===== src/rtl/boot_pkg.sv =====
// Shared definitions for the boot loader: FSM states and line geometry.
package boot_pkg;

    // Number of image words packed into one backing-memory line.
    localparam int WORDS_PER_LINE = 4;

    // Line width for the default 32-bit word size.
    localparam int DEFAULT_XLEN = 32;
    localparam int LINE_BITS    = WORDS_PER_LINE * DEFAULT_XLEN;

    // Line width for an arbitrary word size.
    function automatic int line_bits(input int xlen);
        return WORDS_PER_LINE * xlen;
    endfunction

    // Loader states: FILL collects words, WRITE waits for the memory ack,
    // DONE and ERR are terminal until reset.
    typedef enum logic [1:0] {
        FILL  = 2'd0,
        WRITE = 2'd1,
        DONE  = 2'd2,
        ERR   = 2'd3
    } bl_state_t;

endpackage


===== src/rtl/bl_line_packer.sv =====
// Line buffer: drops each accepted word into its lane, cleared after a line write.
module bl_line_packer
    import boot_pkg::*;
#(
    parameter int XLEN = 32
) (
    input  logic                           clk,
    input  logic                           rst,
    input  logic                           load,
    input  logic                           clear,
    input  logic [1:0]                     idx,
    input  logic [XLEN-1:0]                word,
    output logic [WORDS_PER_LINE*XLEN-1:0] line
);

    generate
        for (genvar gi = 0; gi < WORDS_PER_LINE; gi++) begin : g_lane
            logic [XLEN-1:0] lane_reg;

            // Lane gi captures the word when it is the current fill slot; a
            // completed write (or reset) zeroes it so short last lines pad with 0.
            always_ff @(posedge clk) begin
                if (!rst || clear) begin
                    lane_reg <= '0;
                end else if (load && (idx == 2'(gi))) begin
                    lane_reg <= word;
                end
            end

            assign line[gi*XLEN +: XLEN] = lane_reg;
        end
    endgenerate

endmodule


===== src/rtl/boot_loader.sv =====
// Boot loader: packs a word stream into 4-word lines, writes them to memory
// starting at BASE_LINE and releases the cpu reset once the image is loaded.
module boot_loader
    import boot_pkg::*;
#(
    parameter int XLEN           = 32,
    parameter int LINE_ADDR_BITS = 16,
    parameter int BASE_LINE      = 0,
    parameter int MAX_LINES      = 1024
) (
    input  logic                           clk,
    input  logic                           rst,
    input  logic                           In_valid,
    input  logic [XLEN-1:0]                In_data,
    input  logic                           In_last,
    output logic                           In_ready,
    output logic                           Bl_wb_we,
    output logic [LINE_ADDR_BITS-1:0]      Bl_wb_addr,
    output logic [WORDS_PER_LINE*XLEN-1:0] Bl_wb_wline,
    input  logic                           Bl_wb_ack,
    output logic                           Cpu_rst,
    output logic                           Bl_done,
    output logic                           Bl_err,
    output logic [LINE_ADDR_BITS+1:0]      Bl_word_cnt
);

    // Line counter needs one extra bit so it can hold MAX_LINES == 2^LINE_ADDR_BITS.
    localparam logic [LINE_ADDR_BITS:0]   MAX_L  = (LINE_ADDR_BITS+1)'(MAX_LINES);
    localparam logic [LINE_ADDR_BITS-1:0] BASE_L = LINE_ADDR_BITS'(BASE_LINE);

    bl_state_t                   state_reg, state_next;
    logic [1:0]                  word_idx_reg;
    logic [LINE_ADDR_BITS:0]     lines_written_reg;
    logic [LINE_ADDR_BITS+1:0]   word_cnt_reg;
    logic                        last_seen_reg;
    logic                        accept;
    logic                        write_done;

    assign accept     = In_valid && In_ready;
    assign write_done = (state_reg == WRITE) && Bl_wb_ack;

    bl_line_packer #(.XLEN(XLEN)) u_packer (
        .clk   (clk),
        .rst   (rst),
        .load  (accept),
        .clear (write_done),
        .idx   (word_idx_reg),
        .word  (In_data),
        .line  (Bl_wb_wline)
    );

    // Address wraps modulo 2^LINE_ADDR_BITS; the carry is discarded.
    assign Bl_wb_addr  = BASE_L + lines_written_reg[LINE_ADDR_BITS-1:0];
    assign Bl_word_cnt = word_cnt_reg;

    // State register and counters; reset discards any partial line or pending write.
    always_ff @(posedge clk) begin
        if (!rst) begin
            state_reg         <= FILL;
            word_idx_reg      <= 2'd0;
            lines_written_reg <= '0;
            word_cnt_reg      <= '0;
            last_seen_reg     <= 1'b0;
        end else begin
            state_reg <= state_next;
            if (accept) begin
                word_idx_reg <= word_idx_reg + 2'd1;
                word_cnt_reg <= word_cnt_reg + (LINE_ADDR_BITS+2)'(1);
                if (In_last) begin
                    last_seen_reg <= 1'b1;
                end
            end
            if (write_done) begin
                word_idx_reg      <= 2'd0;
                lines_written_reg <= lines_written_reg + (LINE_ADDR_BITS+1)'(1);
            end
        end
    end

    // Next-state and Moore outputs; overflow is detected before any write is issued.
    always_comb begin
        state_next = state_reg;
        In_ready   = 1'b0;
        Bl_wb_we   = 1'b0;
        Cpu_rst    = 1'b1;
        Bl_done    = 1'b0;
        Bl_err     = 1'b0;
        case (state_reg)
            FILL: begin
                In_ready = 1'b1;
                if (In_valid && ((word_idx_reg == 2'd3) || In_last)) begin
                    state_next = (lines_written_reg == MAX_L) ? ERR : WRITE;
                end
            end
            WRITE: begin
                Bl_wb_we = 1'b1;
                if (Bl_wb_ack) begin
                    state_next = last_seen_reg ? DONE : FILL;
                end
            end
            DONE: begin
                Cpu_rst = 1'b0;
                Bl_done = 1'b1;
            end
            ERR: begin
                Bl_err = 1'b1;
            end
            default: begin
                state_next = FILL;
            end
        endcase
    end

endmodule


===== config.mk =====
export PLATFORM = sky130hd
export DESIGN_NAME = boot_loader
export DESIGN_NICKNAME = d
export VERILOG_FILES = /design/src/rtl/boot_pkg.sv /design/src/rtl/bl_line_packer.sv /design/src/rtl/boot_loader.sv
export SDC_FILE = /design/constraint.sdc
export NUM_CORES = 1
export LEC_CHECK = 0
export CAP_MARGIN = 10
export CORE_MARGIN = 2
export CORE_UTILIZATION = 52
export CTS_BUF_LIST = sky130_fd_sc_hd__clkbuf_2
export DETAILED_ROUTE_END_ITERATION = 7
export GPL_TIMING_DRIVEN = 0
export PLACE_DENSITY_LB_ADDON = 0.15
export SKIP_LAST_GASP = 1
export SYNTH_ARGS = -nofsm -noshare
export SYNTH_HDL_FRONTEND = slang
export SYNTH_SLANG_ARGS = --single-unit

===== constraint.sdc =====
create_clock -name clk -period 5.2 [get_ports clk]
set_input_delay 0.78 -clock clk [delete_from_list [all_inputs] [get_ports clk]]
set_output_delay 0.78 -clock clk [all_outputs]
set_load 0.1 [all_outputs]

==> results.ini <==
[critical_path]
regToRegStartpoint = state_reg[1]$_SDFFE_PN0P_
cp_num_buf_inv = 3
r2r_cells = 7
cp-start-kind = register
cp_cell_sequence = clkbuf_1 -> inv_1 -> nor2_1 -> clkdlybuf4s50_1
rrSetupSlack_ns = 2.82
crit_fanout = 10
slowest_delay_ns = 1.14
path_delay_family = buffers and inverters
path_class = reg -> out
crit_slowest_cell = clkdlybuf4s50_1
cp-end-kind = output port
cp_data_required_time_ns = 4.42
worst_ep_arrival_time_ns = 2.98
worst_r2r_endpoint = Bl_word_cnt[7]$_SDFFE_PN0P_

[cells_and_area]
largest_reg_flops = 128
diodes = 0
utilization_pct = 73.9
final_area_sq_mm = 0.00888
nFillCells = 1007
drive_above_1_share_pct = 4.62
syn_to_final_growth_pct = 38.3
final_nets = 1070

[grt]
gr-total-overflow = 0
grt_pass1_wl_microns = 28200
grt_max_degree = 17
grt_pass1_vias = 5582
track_usage_pct = 27.4
antenna_found_initial = 0

[hold_path]
hold_depth = 2
hp-start = u_packer.g_lane[2].lane_reg[30]$_SDFFE_PP0P_
hold_path_class = reg -> reg
hold_end = u_packer.g_lane[2].lane_reg[30]$_SDFFE_PP0P_

[floorplan]
rows = 40
initial_core_util_pct = 53.5
dieArea_sq_mm = 0.0133
io_pins = 204
coreArea_sq_mm = 0.0120
die_x_microns = 115
die_h_microns = 115

[synthesis]
yosys_register_bits = 168
ys_seq_area_share_pct = 52.4
synthCells = 804
netlist.area_leader.share_pct = 52.4
yosys-top-cells-area = dfxtp_1 52%, nand2_1 16%, a21oi_1 11%
syn-num-nets = 848
synth_edf_count = 0
async_flop_share_pct = 0
synth_flop_cell = dfxtp_1
yosysWarnings = 0
synth_top_cell_by_area = dfxtp_1
syn_area_per_cell_sq_um = 7.99
syn_area_sq_mm = 0.00642
synth_cell_types = 33

[route]
ant_nets = 0
via_count = 6270
drt-total-wl_microns = 18200
firstDrtPassIters = 6
drtIter0Drc = 464
drc = 0
via_per_inst = 5.29
route.detailed.wl_per_inst_microns = 15.3

[timing]
fin_tns_setup_ns = 0
period_share_pct = 72.3
slew_headroom_pct = 29.4
post-route-min-period_ns = 3.76
worst_pin_slew_ns = 1.06
fmax_mhz = 266
finalSetupViolCount = 0
rsz0062_at_grt = no
slew_viol_final = 0
hold_ws_ns = 0.469
hold_viol_final = 0
fin_worst_skew_ns = 0.0352

[placed_design]
placed_area_sq_mm = 0.00864
numPortBuffers = 203
dpl.hpwl_microns = 13200
gp_congestion = 0.822

[pwr]
cellPowerDensity_mw_per_mm2 = 301
ir_drop_mv = 0.202
power.leakage_uw = 0.00308
total_power_uw = 2680

[status]
outcome = finished, final reports clean

[clock_tree]
numCtsBuffers = 17
clk_path_buf_depth = 2
htree_levels = 4
cts_hold_buf = 0
post-cts-setup-buffers = 0
cts_resized = 0
clk_pin_slew_ns = 0.22
clock_latency_ns = 0.76
cts_sinks = 168
cts-root-buf = clkbuf_2
cts_tree = yes

[flow_run]
drv_cap = 0

-- worst max-delay path by stage --
| stage | slack, ns | start | depth (start not counted) | to |
|---|---|---|---|---|
| floorplan | 2.33 | state_reg[0]$_SDFFE_PN0P_ | 4 | Bl_done |
| global placement | 2.02 | In_valid | 7 | Bl_word_cnt[7]$_SDFFE_PN0P_ |
| detailed placement | 2.01 | In_valid | 7 | Bl_word_cnt[8]$_SDFFE_PN0P_ |
| CTS | 1.38 | state_reg[0]$_SDFFE_PN0P_ | 4 | Bl_wb_we |
| global route | 1.27 | state_reg[0]$_SDFFE_PN0P_ | 4 | Bl_wb_we |
| finish | 1.44 | state_reg[0]$_SDFFE_PN0P_ | 4 | Bl_wb_we |
-- per-stage QoR --
| step | worst slack [ns] | std cells |
|---|---|---|
| global route | 1.27 | 1185 |
| finish | 1.44 | 1185 |
| floorplan | 2.33 | 804 |
| global placement | 2.02 | 1154 |
| CTS | 1.38 | 1185 |
| detailed placement | 2.01 | 1154 |
-- worst register-to-register path, cell delays in order, from the launching register on --
cell	delay, ns
dfxtp_1	0.35
buf_6	0.13
nor3b_2	0.45
clkbuf_1	0.45
buf_1	0.51
nand3_1	0.19
xor2_1	0.17
nor2_1	0.05
-- power breakdown --
part	total (uW)	switching [uW]	internal (uW)
clock	713	447	266
combinational	603	465	139
sequential	1360	25.7	1330
total	2680	937	1740
-- synth_stat cells (all sizes together), types with 7 or more instances --
cell / count
a21oi: 140
buf: 21
clkbuf: 47
dfxtp: 168
ha: 7
inv: 8
nand2: 276
nand3: 15
nand4: 9
nor2: 29
or4: 8
xnor2: 10
xor2: 11
-- layout make-up --
type	count	area (sq um)	area share, %
inverter	8	30.0	0.338
buffer	68	324	3.65
multi-input combinational	560	2700	30.4
tap	147	184	2.07
timing repair buffer	203	2030	22.9
clock inverter	13	154	1.73
clock buffer	18	90.1	1.01
sequential	168	3360	37.9
-- cell usage in the layout, fill, tap and decap left out, types with 9 or more instances in the layout --
master,n
clkbuf_1,47
nor2_1,29
a21oi_1,140
dfxtp_1,168
nand2_1,276
xnor2_1,10
clkbuf_2,18
nand4_1,9
clkdlybuf4s50_1,203
xor2_1,11
nand3_1,15
buf_4,16
-- cell families (layout without fill, tap and decap cells) --
group | after synthesis | in the layout | synth area share [%]
adders and majority gates | 7 | 7 | 1.36
and+or+nand+nor | 372 | 372 | 24.7
buffers and inverters | 76 | 310 | 5.51
muxes | 4 | 4 | 0.624
xor gates and xnor gates | 21 | 21 | 2.86
AOI/OAI and AO/OA | 156 | 156 | 12.5
DFF | 168 | 168 | 52.4
-- metal layers --
metal	global-route usage [%]	share of wire, %
met5	0	0
met4	11.3	3.0
met1	36.2	45
met2	41.5	44
met3	8.80	8.0
(Power assumes the default switching activity.)
